$ cat src/rtl/crp16_alu_serial_cmp_if.sv
// Request/result bundle for the serial comparator: start/busy request side,
// valid/ready result side and the comparison flags.
interface crp16_alu_serial_cmp_if;
    logic        start;
    logic [15:0] x;
    logic [15:0] y;
    logic        us_s;
    logic        busy;
    logic        res_valid;
    logic        res_ready;
    logic        x_s;
    logic        y_s;
    logic        z_s;
    logic        c_out;
    logic [15:0] is_less;
    logic        is_eq;

    modport master (
        output start, x, y, us_s, res_ready,
        input  busy, res_valid, x_s, y_s, z_s, c_out, is_less, is_eq
    );

    modport slave (
        input  start, x, y, us_s, res_ready,
        output busy, res_valid, x_s, y_s, z_s, c_out, is_less, is_eq
    );
endinterface

$ cat src/rtl/crp16_alu_serial_cmp.sv
// Area-reduced 16-bit comparator: computes x + ~y + 1 a chunk at a time from
// the LSB and reports the set-less-than flags, less-than result and equality.

module crp16_cmp_chunk #(
    parameter int W = 1
) (
    input  logic [W-1:0] a,
    input  logic [W-1:0] b,
    input  logic         cin,
    output logic [W-1:0] sum,
    output logic         cout,
    output logic         zero
);
    logic [W:0] full;

    always_comb begin
        full = {1'b0, a} + {1'b0, b} + {{W{1'b0}}, cin};
    end

    assign sum  = full[W-1:0];
    assign cout = full[W];
    assign zero = (full[W-1:0] == '0);
endmodule

module crp16_alu_serial_cmp #(
    parameter int BITS_PER_CYCLE = 1
) (
    input  logic                  clk,
    input  logic                  reset,
    crp16_alu_serial_cmp_if.slave bus
);
    localparam int B  = BITS_PER_CYCLE;
    localparam int N  = 16 / B;
    localparam int CW = (N > 1) ? $clog2(N) : 1;

    localparam logic [1:0] ST_IDLE = 2'd0;
    localparam logic [1:0] ST_RUN  = 2'd1;
    localparam logic [1:0] ST_DONE = 2'd2;

    generate
        if (!(B == 1 || B == 2 || B == 4 || B == 8 || B == 16)) begin : g_bad_cfg
            $error("crp16_alu_serial_cmp: BITS_PER_CYCLE must be 1, 2, 4, 8 or 16");
        end
    endgenerate

    logic [1:0]    state_q, state_d;
    logic [15:0]   a_q, a_d;
    logic [15:0]   b_q, b_d;
    logic [15:0]   diff_q, diff_d;
    logic          carry_q, carry_d;
    logic          zero_q, zero_d;
    logic [CW-1:0] cnt_q, cnt_d;
    logic          xs_q, xs_d;
    logic          ys_q, ys_d;
    logic          us_q, us_d;
    logic          x_s_q, x_s_d;
    logic          y_s_q, y_s_d;
    logic          z_s_q, z_s_d;
    logic          c_out_q, c_out_d;
    logic          is_eq_q, is_eq_d;
    logic          lt_q, lt_d;

    logic [B-1:0]  ch_sum;
    logic          ch_cout;
    logic          ch_zero;
    logic [15:0]   diff_shift;
    logic          last;

    crp16_cmp_chunk #(.W(B)) u_chunk (
        .a    (a_q[B-1:0]),
        .b    (b_q[B-1:0]),
        .cin  (carry_q),
        .sum  (ch_sum),
        .cout (ch_cout),
        .zero (ch_zero)
    );

    // New chunk enters at the top; after N chunks the full difference is aligned.
    assign diff_shift = 16'({ch_sum, diff_q} >> B);
    assign last       = (cnt_q == CW'(N - 1));

    always_comb begin
        state_d = state_q;
        a_d     = a_q;
        b_d     = b_q;
        diff_d  = diff_q;
        carry_d = carry_q;
        zero_d  = zero_q;
        cnt_d   = cnt_q;
        xs_d    = xs_q;
        ys_d    = ys_q;
        us_d    = us_q;
        x_s_d   = x_s_q;
        y_s_d   = y_s_q;
        z_s_d   = z_s_q;
        c_out_d = c_out_q;
        is_eq_d = is_eq_q;
        lt_d    = lt_q;
        case (state_q)
            ST_IDLE: begin
                if (bus.start) begin
                    state_d = ST_RUN;
                    a_d     = bus.x;
                    b_d     = ~bus.y;
                    xs_d    = bus.x[15];
                    ys_d    = bus.y[15];
                    us_d    = bus.us_s;
                    carry_d = 1'b1;
                    zero_d  = 1'b1;
                    cnt_d   = '0;
                end
            end
            ST_RUN: begin
                a_d     = a_q >> B;
                b_d     = b_q >> B;
                diff_d  = diff_shift;
                carry_d = ch_cout;
                zero_d  = zero_q & ch_zero;
                cnt_d   = cnt_q + CW'(1);
                if (last) begin
                    state_d = ST_DONE;
                    c_out_d = ch_cout;
                    z_s_d   = diff_shift[15];
                    is_eq_d = zero_q & ch_zero;
                    x_s_d   = xs_q;
                    y_s_d   = ys_q;
                    // Signed: differing signs decide directly, else the
                    // difference cannot overflow and its sign is the answer.
                    lt_d    = us_q ? ((xs_q ^ ys_q) ? xs_q : diff_shift[15]) : ~ch_cout;
                end
            end
            ST_DONE: begin
                if (bus.res_ready) state_d = ST_IDLE;
            end
            default: state_d = ST_IDLE;
        endcase
    end

    always_ff @(posedge clk or posedge reset) begin
        if (reset) begin
            state_q <= ST_IDLE;
            a_q     <= '0;
            b_q     <= '0;
            diff_q  <= '0;
            carry_q <= 1'b0;
            zero_q  <= 1'b0;
            cnt_q   <= '0;
            xs_q    <= 1'b0;
            ys_q    <= 1'b0;
            us_q    <= 1'b0;
            x_s_q   <= 1'b0;
            y_s_q   <= 1'b0;
            z_s_q   <= 1'b0;
            c_out_q <= 1'b0;
            is_eq_q <= 1'b0;
            lt_q    <= 1'b0;
        end else begin
            state_q <= state_d;
            a_q     <= a_d;
            b_q     <= b_d;
            diff_q  <= diff_d;
            carry_q <= carry_d;
            zero_q  <= zero_d;
            cnt_q   <= cnt_d;
            xs_q    <= xs_d;
            ys_q    <= ys_d;
            us_q    <= us_d;
            x_s_q   <= x_s_d;
            y_s_q   <= y_s_d;
            z_s_q   <= z_s_d;
            c_out_q <= c_out_d;
            is_eq_q <= is_eq_d;
            lt_q    <= lt_d;
        end
    end

    assign bus.busy      = (state_q != ST_IDLE);
    assign bus.res_valid = (state_q == ST_DONE);
    assign bus.x_s       = x_s_q;
    assign bus.y_s       = y_s_q;
    assign bus.z_s       = z_s_q;
    assign bus.c_out     = c_out_q;
    assign bus.is_eq     = is_eq_q;
    assign bus.is_less   = {15'b0, lt_q};
endmodule

$ cat src/flat_wrapper.sv
// flat-port wrapper written by rule: the top's interface ports become plain ports
module crp16_alu_serial_cmp_flat 
#(
    parameter int BITS_PER_CYCLE = 1
)
  (clk, reset, bus_start, bus_x, bus_y, bus_us_s, bus_res_ready, bus_busy, bus_res_valid, bus_x_s, bus_y_s, bus_z_s, bus_c_out, bus_is_less, bus_is_eq);
  crp16_alu_serial_cmp_if bus_i ();
  input  logic clk;
  input  logic reset;
  input wire logic [$bits(bus_i.start)-1:0] bus_start;
  input wire logic [$bits(bus_i.x)-1:0] bus_x;
  input wire logic [$bits(bus_i.y)-1:0] bus_y;
  input wire logic [$bits(bus_i.us_s)-1:0] bus_us_s;
  input wire logic [$bits(bus_i.res_ready)-1:0] bus_res_ready;
  output wire logic [$bits(bus_i.busy)-1:0] bus_busy;
  output wire logic [$bits(bus_i.res_valid)-1:0] bus_res_valid;
  output wire logic [$bits(bus_i.x_s)-1:0] bus_x_s;
  output wire logic [$bits(bus_i.y_s)-1:0] bus_y_s;
  output wire logic [$bits(bus_i.z_s)-1:0] bus_z_s;
  output wire logic [$bits(bus_i.c_out)-1:0] bus_c_out;
  output wire logic [$bits(bus_i.is_less)-1:0] bus_is_less;
  output wire logic [$bits(bus_i.is_eq)-1:0] bus_is_eq;
  assign bus_i.start = bus_start;
  assign bus_i.x = bus_x;
  assign bus_i.y = bus_y;
  assign bus_i.us_s = bus_us_s;
  assign bus_i.res_ready = bus_res_ready;
  assign bus_busy = bus_i.busy;
  assign bus_res_valid = bus_i.res_valid;
  assign bus_x_s = bus_i.x_s;
  assign bus_y_s = bus_i.y_s;
  assign bus_z_s = bus_i.z_s;
  assign bus_c_out = bus_i.c_out;
  assign bus_is_less = bus_i.is_less;
  assign bus_is_eq = bus_i.is_eq;
  crp16_alu_serial_cmp #(.BITS_PER_CYCLE(BITS_PER_CYCLE)) u_core (.clk(clk), .reset(reset), .bus(bus_i));
endmodule
$ cat config.mk
export PLATFORM = sky130hd
export DESIGN_NAME = crp16_alu_serial_cmp_flat
export DESIGN_NICKNAME = d
export VERILOG_FILES = /design/src/rtl/crp16_alu_serial_cmp_if.sv /design/src/rtl/crp16_alu_serial_cmp.sv /design/src/flat_wrapper.sv
export SDC_FILE = /design/constraint.sdc
export NUM_CORES = 1
export LEC_CHECK = 0
export CAP_MARGIN = 10
export CORE_AREA = 2 2 73 75
export CTS_BUF_LIST = sky130_fd_sc_hd__clkbuf_2
export DETAILED_ROUTE_END_ITERATION = 10
export DIE_AREA = 0 0 75 77
export MAX_ROUTING_LAYER = met4
export PLACE_DENSITY = 0.76
export RECOVER_POWER = 100
export SLEW_MARGIN = 20
export SYNTH_ARGS = -nofsm -noshare
export SYNTH_HDL_FRONTEND = slang
export SYNTH_SLANG_ARGS = --single-unit
$ cat constraint.sdc
create_clock -name clk -period 1.4 [get_ports clk]
set_input_delay 0.14 -clock clk [delete_from_list [all_inputs] [get_ports clk]]
set_output_delay 0.14 -clock clk [all_outputs]
set_load 0.05 [all_outputs]
==> results by group, run 1 <==
Run status
  – Status: complete, but fails checks
  – Failing checks: negative setup slack

Placement
  – Routability cong.: 0.758
  – Setup WS pre-CTS: -197 ps
  – Area after DPL: roughly 2800 um^2
  – DP Wirelength: ~3100 um
  – IO Port Bufs: 44

Yosys
  – Top cells by area, synth: dfrtp_1, a221o_1, buf_4
  – Mean Syn Cell Area: between 10 and 15 um^2
  – Cell taking the most area after synthesis: dfrtp_1
  – Top FF cell, synth: dfrtp_1
  – Top cell type's share of synthesized area: 55.9%
  – Number of synthesized flops with an enable pin: 0
  – Cells after Synth: between 200 and 250
  – YS warnings: 0
  – Yosys reg bits: just under 50
  – Seq/Total Area, Yosys: between 50% and 60%
  – Async set-reset flop share out of synthesis: 100%
  – Mapped Area: 2190 um^2
  – Netlist cell types: 33

Setup path
  – Slowest CP cell: dfrtp_1
  – Critical R2R Launch: u_core.state_q[0]$_DFFE_PP0P_
  – CP Data Required Time: 1260 ps
  – CP bufs+invs: 2
  – Crit. End Element: output pin
  – Critical path launch point: u_core.state_q[0]$_DFFE_PP0P_
  – Critical path cell sequence: buf_6 > or2_4 > buf_8
  – Largest delay contributor family on the critical path: flip-flops
  – CP max stage delay: between 400 and 500 ps
  – Critical path launch point type: register
  – WP data arrival: approximately 1400 ps
  – CP Max Fanout: 3
  – CP Class: register to output pin

Global routing
  – Total grt overflow: 0
  – Antenna violations before repair: 0
  – GRT Util Overall: about 18%
  – Number of global-route vias before repair: around 1.6k
  – First-pass GRT wire length: between 7000 and 8000 um
  – Largest net degree at the start of global routing: 50

Timing
  – Setup slack after layout: -120 ps
  – Tightest Pin Transition: about 1200 ps
  – Fin crit period: 1520 ps
  – Slew Viols, Final: 0
  – Worst hold slack: roughly 240 ps
  – Setup violators final: 40
  – Unrepaired setup endpoints after global routing: true
  – Relative slew slack: a little over a fifth
  – Final Cycle Share: 109%
  – Final Hold Fails: 0
  – Final setup skew: between 30 and 40 ps
  – Fmax: between 600 and 700 MHz

Floorplan
  – Die footprint: ~5800 um^2
  – Die Y: a little under 80 um
  – Core Region: around 5000 um^2
  – Die X: ~75 um
  – IO Pins: 60
  – Starting density of the core: 44.1%
  – Cell Rows: 26

Pwr
  – Lkg Pwr: 1.42 nW
  – Share of power burned in registers: just over 40%
  – Clk pwr share: 12.7%
  – VDD IR max: roughly 1.0 mV
  – Net Sw Frac: about two fifths
  – Total power draw: around 5.9 mW
  – Pwr dens: slightly below 2000 nW/um^2
  – Switch Pwr: 2.25 mW
  – Int Pwr: roughly 3.6 mW
  – Comb pwr share: ~47%

Clock tree
  – Clk root buf: clkbuf_2
  – CTS buffer count: 5
  – CTS H-tree lvls: 2
  – Clk buf depth: 2
  – Clk_lat worst skew: ~430 ps
  – Clock sinks: between 40 and 50
  – Worst-path clk slew: 250 ps
  – CTS tree: built
  – Hold buffers post-CTS: 0

Layout
  – Share of layout cells above drive strength 1: between 20% and 30%
  – Most frequent cells in the layout: dfrtp_1, clkdlybuf4s50_1, nand2_1, nor2_1, conb_1
  – Most common cell after layout, fill and taps aside: dfrtp_1
  – Synthesis-to-layout area growth: 38.7%
  – Final Util: about three fifths
  – Fin nets: approximately 320
  – N_diodes: 0
  – Post-route cell area: ~3000 um^2

Routing
  – Post-route ant nets: 0
  – DRC violations left: 0
  – Routed len/inst: about 14 um
  – Vias: 1755
  – DR pass1 iterations: 4
  – Drt first-iter violations: between 90 and 100
  – Vias/cell: 5.01
  – DRT Wirelength: between 4000 and 5000 um

Worst hold path
  – Hold path startpoint: bus_us_s
  – Hold Crit Class: input port to register

Job
  – Maxcap violations: 0
layout make-up:
| type | count | area [um^2] |
|---|---|---|
| fillers | 403 | 1940 |
| flip-flops and latches | 49 | 1230 |
| multi-input cells | 147 | 906 |
| repair buffers | 71 | 738 |
| well taps | 70 | 87.6 |
| clock inverters | 2 | 33.8 |
| clock buffers | 6 | 30.0 |
| inverters | 5 | 18.8 |
worst reg2reg max path, delay by kind of cell, from the launching register on:
kind	cells	cell delay, ps
AO/OA/AOI/OAI	1	130
buffers and inverters	2	330
flip-flops	1	460
AND/OR/NAND/NOR	2	530
routing by layer:
metal	track usage, %	share of wire, %	vias up
met3	3.55	5.3	8
li1	-	-	853
met5	-	0	-
met2	25.4	48	55
met1	25.2	45	839
met4	6.25	1.4	0
cells in the mapped netlist (2+ instances only):
cell type / count
a221o_1: 14
a22oi_1: 7
buf_2: 12
buf_4: 16
dfrtp_1: 49
inv_1: 5
mux2_1: 2
nand2_1: 31
nand2b_1: 2
nand3_1: 3
nor2_1: 23
nor3_1: 8
nor3b_1: 2
o21ai_0: 8
o21ai_1: 7
o21bai_1: 2
o22ai_1: 8
logic make-up (layout without fill, tap and decap cells):
family,count (synthesis),after routing,synth area share (%)
buf+inv,34,84,9.24
other cells,1,15,0.171
compound gates,51,52,16.9
flops,49,49,55.9
simple gates,75,75,14.8
mux,3,3,1.48
fa+ha+maj,2,2,1.48
path summary, 6_finish.rpt:
path                                            endpoint  slack [ps]  cells after the start
max                                             bus_busy        -120                      3
max reg2reg                    u_core.b_q[5]$_DFFE_PP0P_        -120                      5
min in group asynchronous      u_core.b_q[9]$_DFFE_PP0P_         500                      3
min                              u_core.us_q$_DFFE_PP0P_         240                      3
max in group asynchronous  u_core.state_q[1]$_DFFE_PP0P_         130                      3
min reg2reg                    u_core.a_q[2]$_DFFE_PP0P_         510                      2
power by group through the flow:
stage	clock network [mW]	registers, mW	logic [mW]
2_1_floorplan	0	2.52	1.48
3_3_place_gp	0	2.40	2.39
3_5_place_dp	0	2.41	2.45
4_1_cts	0.758	2.38	2.61
5_1_grt	0.813	2.46	3.01
6_report	0.745	2.38	2.75
state kept, by name, summed over array words and instances (netlist names), 2 cells and up:
| register | count |
|---|---|
| u_core.state_q | 2 |
| u_core.cnt_q | 4 |
| u_core.b_q | 16 |
| u_core.a_q | 16 |
repair_timing:
| action | in CTS | in global routing |
|---|---|---|
| gates cloned | 0 | 3 |
| setup endpoints to repair | 41 | 47 |
| buffers inserted | 4 | 6 |
| hold endpoints to repair | 0 | 0 |
| resized for setup | 11 | 22 |
| pin swaps | 4 | 2 |
per-stage QoR:
stage,setup TNS (ps),instances
after detailed placement,-5940,329
final,-2450,350
after global routing,-7880,350
after global placement,-4910,329
after floorplan,0,229
after CTS,-1270,341
Power figures use the tool's default switching activity.
==> run 2: changes to the inputs <==
Settings changed: CTS_CLUSTER_SIZE set to 14.
==> results of run 2 <==
Same layout as run 1: the final DEF is identical, and so are final timing and power.
